[src/rtl/chip_select_responder.sv]
// Target-side responder: two memory banks plus a 4-entry register file, with per-region wait states.
// Optional CSR_ACCESS_COUNT_EN makes register index 3 a read-only count of completed ACKs.
module chip_select_responder #(
  parameter int DW  = 8,
  parameter int AW  = 4,
  parameter int WS0 = 2,
  parameter int WS1 = 4,
  parameter int WSC = 0
) (
  input  logic          clk,
  input  logic          rst,
  input  logic          memce0,
  input  logic          memce1,
  input  logic          cs,
  input  logic          we,
  input  logic [AW-1:0] addr,
  input  logic [DW-1:0] wdata,
  output logic [DW-1:0] rdata,
  output logic          ready,
  output logic          err,
  output logic          busy
);

  if (WS0 < 0 || WS0 > 15 || WS1 < 0 || WS1 > 15 || WSC < 0 || WSC > 15) begin : g_ws_chk
    $error("chip_select_responder: wait-state parameters must be in 0..15");
  end

  localparam logic [3:0] WS0_C = WS0[3:0];
  localparam logic [3:0] WS1_C = WS1[3:0];
  localparam logic [3:0] WSC_C = WSC[3:0];

  typedef enum logic [1:0] {IDLE, WAIT, ACK, ERR} state_t;
  typedef enum logic [1:0] {RG_B0, RG_B1, RG_CS} region_t;

  state_t        state, state_nx;
  region_t       region_q, region_sel;
  logic          we_q;
  logic [AW-1:0] addr_q;
  logic [DW-1:0] wdata_q;
  logic [3:0]    cnt, ws_sel;
  logic          req, multi, accept, commit;
  logic [DW-1:0] rd_word, rdata_q;

  logic [DW-1:0] bank0 [2**AW];
  logic [DW-1:0] bank1 [2**AW];
  logic [DW-1:0] regs  [4];
`ifdef CSR_ACCESS_COUNT_EN
  logic [DW-1:0] acc_cnt;
`endif

  always_comb begin
    req    = memce0 | memce1 | cs;
    multi  = (memce0 & memce1) | (memce0 & cs) | (memce1 & cs);
    accept = (state == IDLE) && req && !multi;
    if (memce0) begin
      ws_sel     = WS0_C;
      region_sel = RG_B0;
    end else if (memce1) begin
      ws_sel     = WS1_C;
      region_sel = RG_B1;
    end else begin
      ws_sel     = WSC_C;
      region_sel = RG_CS;
    end
  end

  always_comb begin
    state_nx = state;
    case (state)
      IDLE: begin
        if (req) begin
          if (multi)              state_nx = ERR;
          else if (ws_sel == '0)  state_nx = ACK;
          else                    state_nx = WAIT;
        end
      end
      WAIT:    if (cnt <= 4'd1) state_nx = ACK;
      ACK:     state_nx = IDLE;
      ERR:     state_nx = IDLE;
      default: state_nx = IDLE;
    endcase
  end

  always_ff @(posedge clk) begin
    if (rst) state <= IDLE;
    else     state <= state_nx;
  end

  always_ff @(posedge clk) begin
    if (accept) begin
      region_q <= region_sel;
      we_q     <= we;
      addr_q   <= addr;
      wdata_q  <= wdata;
      cnt      <= ws_sel;
    end else if (state == WAIT) begin
      cnt <= cnt - 4'd1;
    end
  end

  // Storage commits only at the end of an ACK that is not being reset away.
  assign commit = !rst && (state == ACK) && we_q;

  always_ff @(posedge clk) begin
    if (commit && region_q == RG_B0) bank0[addr_q] <= wdata_q;
    if (commit && region_q == RG_B1) bank1[addr_q] <= wdata_q;
  end

  always_ff @(posedge clk) begin
    if (rst) begin
      for (int unsigned i = 0; i < 4; i++) regs[i] <= '0;
    end else if (commit && region_q == RG_CS) begin
`ifdef CSR_ACCESS_COUNT_EN
      if (addr_q[1:0] != 2'd3) regs[addr_q[1:0]] <= wdata_q;
`else
      regs[addr_q[1:0]] <= wdata_q;
`endif
    end
  end

`ifdef CSR_ACCESS_COUNT_EN
  always_ff @(posedge clk) begin
    if (rst)                acc_cnt <= '0;
    else if (state == ACK)  acc_cnt <= acc_cnt + 1'b1;
  end
`endif

  always_comb begin
    rd_word = '0;
    case (region_q)
      RG_B0:   rd_word = bank0[addr_q];
      RG_B1:   rd_word = bank1[addr_q];
      RG_CS:   rd_word = regs[addr_q[1:0]];
      default: rd_word = '0;
    endcase
`ifdef CSR_ACCESS_COUNT_EN
    if (region_q == RG_CS && addr_q[1:0] == 2'd3) rd_word = acc_cnt;
`endif
  end

  // rdata shows the live word during a read ACK and holds it afterwards.
  always_ff @(posedge clk) begin
    if (rst)                             rdata_q <= '0;
    else if (state == ACK && !we_q)      rdata_q <= rd_word;
  end

  assign rdata = (state == ACK && !we_q) ? rd_word : rdata_q;
  assign ready = (state == ACK);
  assign err   = (state == ERR);
  assign busy  = (state == WAIT) || (state == ACK);

endmodule

[config.mk]
export PLATFORM = sky130hd
export DESIGN_NAME = chip_select_responder
export DESIGN_NICKNAME = d
export VERILOG_FILES = /design/src/rtl/chip_select_responder.sv
export SDC_FILE = /design/constraint.sdc
export NUM_CORES = 1
export LEC_CHECK = 0
export ABC_AREA = 1
export CAP_MARGIN = 30
export CORE_MARGIN = 3
export CORE_UTILIZATION = 50
export DETAILED_ROUTE_END_ITERATION = 8
export HOLD_SLACK_MARGIN = 0.06
export PLACE_DENSITY = 0.67
export SLEW_MARGIN = 20
export SYNTH_ARGS = -nofsm -noshare
export SYNTH_HDL_FRONTEND = slang
export SYNTH_SLANG_ARGS = --single-unit
[constraint.sdc]
create_clock -name clk -period 2.5 [get_ports clk]
set_clock_uncertainty 0.15 [all_clocks]
set_input_delay 0.625 -clock clk [delete_from_list [all_inputs] [get_ports clk]]
set_output_delay 0.625 -clock clk [all_outputs]
set_load 0.05 [all_outputs]
==> flow_summary.ini, run 1 <==
[outcome]
status = finished with violations
violations = setup timing

[place]
place_congestion = 0.914
dpl_cell_area_um2 = 15400
placed_cells = 1797
dp_hpwl_um = 22500
io_buffers = 28

[yosys]
yosys.area.top_type = edfxtp_1
ys_ff_latch = 321
ys_types = 23
synthesis.nets = 1375
synth.cell_area_um2 = 13800
avgSynthCellArea_um2 = 10.2
synth_area_leaders = edfxtp_1 67%, nand2_1 12%, nand3_1 6.1%
synth_top_area_share_pct = 66.6
yosysWarningCount = 0
ys_seq_area_share_pct = 68.6
syn_inst = 1351

[floorplan]
core_um2 = 27100
ios = 29
die_area_um2 = 29700
rows = 60
die_w_um = 172
initial_core_util_pct = 51.1
die_h_um = 172

[setup_path]
cp-end-kind = primary output
arrival_ns = 2.29
critPathMostFrequentCell = nand2_2
start_kind = flop
path_class = reg2out
reg2reg_depth = 8
slowest_stage = dfxtp_4
crit_required_ns = 1.73
cp_slowest_stage_delay_ns = 0.39
crit_fanout = 12
path_cells = buf_4, buf_6, buf_16, nor2_2, nor2_1, o21ai_0, nand3_1, nand3_2, nand2_2, nand2_2, nand3_4, nand2_2, nand2_2, buf_12

[timing]
setup_viol = 8
hold_violations = 0
drv_slew = 0
hold_slack_ns = 0.344
relSlewSlack_pct = 48.6
min_period_over_period_pct = 123
fmax_ghz = 0.327
fin_setup_tns_ns = -4.26
setup_ws_ns = -0.563
tightestPinTransition_ns = 0.771
period_needed_ns = 3.06
grt_setup_unrepaired = true

[run]
cap_violations = 0

[power_and_ir_drop]
power_density_nw_per_um2 = 982
ir_drop_v = 0.000726
power_leakage_nw = 7.20
p_total_w = 0.0170

[finish]
diodes = 0
design_area_um2 = 17300
fin_cells = 1879
final_cell_mix = 412 x nand2_1, 307 x edfxtp_1, 167 x inv_1
final_common_cell = nand2_1
nNetsFinal = 1506
synthToLayoutAreaGrowth_pct = 24.8
drive_above_1_share_pct = 18.6

[global_routing]
grt_pass1_wl_um = 54900
grt_pass1_vias = 9724
grt-ovfl-total = 0
grt_max_degree = 33
antenna_found_initial = 0
grt.total_usage_pct = 24.6

[cts]
cts_made_buffers = 34
cts_tree = built
cts_sinks = 321
clk_latency_ns = 0.51
cts_hold_buf = 0
clkTransAtPathRegs_ns = 0.06
clock_path_buffers = 3
root_buffer = clkbuf_16
htreeDepth = 2

[route]
via_count = 10100
route.detailed.drc = 0
wl_per_cell_um = 19.3
postRouteAntennaNets = 0
firstDrtPassIters = 5
drt_iter0_drc = 1295
wirelength_um = 36300
viasPerCell = 5.37

[hold_path]
min_path_type = reg2reg
min_delay_path_depth = 2
==> per-layer routing <==
layer,track usage [%],wire (µm),vias up
met5,0,0,-
met4,10.2,1340,0
met3,3.45,2840,95
met2,39.1,17400,477
met1,34.2,14800,4837
li1,-,-,4688
==> state kept, by name, indices dropped and copies added, names as in the netlist, named ones only <==
name / count
we_q: 1
bank0: 128
state: 2
cnt: 4
addr_q: 4
region_q: 2
wdata_q: 8
regs: 32
bank1: 128
rdata_q: 8
==> critical path: cells and delay by family (launching register included) <==
family                 cells  cell delay, ns
AOI/OAI and AO/OA          1            0.07
and+or+nand+nor            9            0.74
buffers and inverters      4            0.58
DFF                        1            0.39
==> synth_stat cells, drive strengths merged <==
library cell	number
a21oi	11
a31oi	1
buf	44
clkbuf	17
clkinv	2
dfxtp	14
edfxtp	307
ha	6
inv	169
nand2	449
nand3	169
nor2	114
nor3	1
o21ai	35
o22ai	8
o31ai	1
or2	1
xnor2	2
==> layout make-up <==
class	count	area [µm²]
clock inverters	18	133
fillers	2072	9830
clock buffers	43	948
flip-flops and latches	321	9510
inverters	171	654
repair buffers	156	1850
multi-input cells	798	3720
well taps	372	465
==> timing repair <==
item,4_1_cts,5_1_grt
endpoints found under the setup margin,9,8
pin swaps,15,12
buffers inserted,8,2
gates resized for setup,82,37
gates cloned,9,3
==> through the flow <==
step	setup WS, ns	util, %
global placement	-0.137	56.7
floorplan	0.00800	-
finish	-0.563	63.7
global route	-0.641	63.7
detailed placement	-0.149	56.7
CTS	-0.545	63.0
==> report_power, final <==
part | switching [W] | total [W] | internal, W
Clock | 0.00199 | 0.00488 | 0.00289
Sequential | 0.000224 | 0.00648 | 0.00626
Combinational | 0.00336 | 0.00561 | 0.00224
Total | 0.00558 | 0.0170 | 0.0114
==> cell families (layout without fill, tap and decap cells) <==
kind of cell / count (synthesis) / in the layout / synth area share, %
compound gates: 56 / 56 / 2.13
xor+xnor: 2 / 2 / 0.127
fa+ha+maj: 6 / 6 / 0.543
buf+inv: 232 / 388 / 7.09
flops: 321 / 321 / 68.6
simple gates: 734 / 734 / 21.5
==> final timing paths <==
check / start / slack, ns / end
setup / recovery: flop / -0.56 / rdata[3]
hold / removal: rdata_q[7]$_SDFF_PP0_ / 0.34 / rdata_q[7]$_SDFF_PP0_
setup reg to reg: state[0]$_SDFFE_PP0P_ / 0.51 / bank0[15][3]$_DFFE_PP_
hold reg to reg: rdata_q[7]$_SDFF_PP0_ / 0.34 / rdata_q[7]$_SDFF_PP0_
Power figures use the tool's default switching activity.
==> run 2, diff against run 1 <==
--- a/config.mk
+++ b/config.mk
@@ -6,8 +6,7 @@
 export NUM_CORES = 1
 export LEC_CHECK = 0
 export ABC_AREA = 1
-export CAP_MARGIN = 30
-export CORE_MARGIN = 3
+export CORE_MARGIN = 2
 export CORE_UTILIZATION = 50
 export DETAILED_ROUTE_END_ITERATION = 8
 export HOLD_SLACK_MARGIN = 0.06
@@ -16,3 +15,4 @@
 export SYNTH_ARGS = -nofsm -noshare
 export SYNTH_HDL_FRONTEND = slang
 export SYNTH_SLANG_ARGS = --single-unit
+export TNS_END_PERCENT = 30
==> flow_summary.ini, run 2 (synthesis gave the netlist of run 1 again) <==
[outcome]
status = finished with violations
violations = setup timing

[finish]
diodes = 0
multi_input_area_um2 = 3850
top_regs = bank0: 128 flops, bank1: 128 flops, regs: 32 flops
nNetsFinal = 1519
fin_cells = 1862
fillers = 2039
synthToLayoutAreaGrowth_pct = 27.1
final_common_cell = nand2_1
ff_latch_area_um2 = 9510
final_cell_mix = 411 x nand2_1, 307 x edfxtp_1, 167 x inv_1
drive_above_1_share_pct = 20.6

[place]
placed_cells = 1767
place_congestion = 0.891
place_ws_ns = -0.118
dp_hpwl_um = 22600
io_buffers = 28

[floorplan]
core_um2 = 27000
initial_core_util_pct = 51.2
rows = 60
die_h_um = 170
ios = 29
die_area_um2 = 29000
die_w_um = 170

[cts]
clk_latency_ns = 0.52
clkTransAtPathRegs_ns = 0.06
cts_made_buffers = 35
cts_sinks = 321
root_buffer = clkbuf_16
cts_tree = built
clock_path_buffers = 3
htreeDepth = 2

[setup_path]
start_kind = flop
slowest_stage = dfxtp_4
cp-end-kind = primary output
path_class = reg2out
arrival_ns = 2.30
crit_fanout = 11
crit_required_ns = 1.73
cp_slowest_stage_delay_ns = 0.42
critPathMostFrequentCell = nand2_1
path_cells = buf_12, inv_16, bufbuf_16, nand2_1, nand2_1, nand2_1, nand3_2, nand3_2, nand2_1, nand2_1, nand3_2, nand2_2, nand2_2, buf_12

[route]
met1_length_um = 15100
route.detailed.drc = 0
routed.top_layer = met4
wirelength_um = 36600
viasPerCell = 5.39
wl_met3_um = 3260
firstDrtPassIters = 5
postRouteAntennaNets = 0
drt_iter0_drc = 1086
wl_per_cell_um = 19.7
via_count = 10000
wl_met2_um = 17000

[power_and_ir_drop]
power_density_nw_per_um2 = 997
ir_drop_v = 0.000965
power_leakage_nw = 7.35

[timing]
setup_ws_ns = -0.573
period_needed_ns = 3.07
tightestPinTransition_ns = 0.771
relSlewSlack_pct = 48.6
hold_violations = 0
fin_setup_tns_ns = -4.97
fmax_ghz = 0.325
drv_slew = 0
setup_viol = 9
grt_setup_unrepaired = true
min_period_over_period_pct = 123

[global_routing]
antenna_found_initial = 0
grt.total_usage_pct = 26.1
grt-ovfl-total = 0
grt_pass1_vias = 9882
grt_pass1_wl_um = 56300
grt_max_degree = 33

[hold_path]
min_path_type = reg2reg

[run]
cap_violations = 0
## run 2: cell types whose count changed in the layout (fill, tap and decap cells not counted), sizes merged
cell	before	now
inv	169	170
dlygate4sd2	1	0
clkbuf	46	45
bufinv	2	4
clkinv	17	15
bufbuf	4	5
buf	131	145
## run 2: area by class of cell
class,instances,share of cell area [%]
clock inverters,18,1.05
repair buffers,167,11.4
repair inverters,1,0.0498
inverters,171,3.76
flip-flops and latches,321,54.0
well taps,341,2.43
clock buffers,45,5.43
multi-input cells,798,21.9
## run 2: worst max-delay path, delay by kind of cell (launching register included)
kind / cells / cell delay [ns]
buffers and inverters: 4 / 0.60
DFF: 1 / 0.42
and+or+nand+nor: 10 / 0.75
## run 2: per-stage QoR
step	hold slack (ns)	util, %	power, W	cell area, µm²
6_report	0.348	65.1	0.0175	17600
5_1_grt	0.365	65.1	0.0182	17600
4_1_cts	0.342	64.6	0.0174	17500
3_5_place_dp	0.315	56.6	0.0110	15300
3_3_place_gp	0.311	56.6	0.0110	15300
2_1_floorplan	0.303	-	0.00920	13800
## run 2: layer usage
| layer | GRT usage (%) | up-vias |
|---|---|---|
| li1 | - | 4717 |
| met1 | 35.8 | 4741 |
| met2 | 41.6 | 475 |
| met3 | 4.93 | 103 |
| met4 | 9.66 | 0 |
| met5 | 0 | - |
## run 2: timing repair
item | in CTS | in global routing
resized for setup | 124 | 30
endpoints found under the setup margin | 8 | 9
pin swaps | 51 | 6
hold buffers | 0 | 0
gates cloned | 13 | 0
buffers inserted | 19 | 0
## run 2: where the power goes
part	internal (W)	leakage, nW	total (W)	switching (W)
logic	0.00241	3.87	0.00595	0.00354
registers	0.00626	2.93	0.00644	0.000183
clock network	0.00311	0.559	0.00515	0.00204
total	0.0118	7.35	0.0175	0.00576
## run 2: path summary, 6_finish.rpt
path,slack (ns),startpoint,depth (start not counted),endpoint
worst min register to register,0.35,rdata_q[7]$_SDFF_PP0_,2,rdata_q[7]$_SDFF_PP0_
worst max-delay path,-0.57,flop,14,rdata[4]
worst min-delay path,0.35,rdata_q[7]$_SDFF_PP0_,2,rdata_q[7]$_SDFF_PP0_
worst max register to register,-0.57,flop,22,rdata_q[1]$_SDFF_PP0_
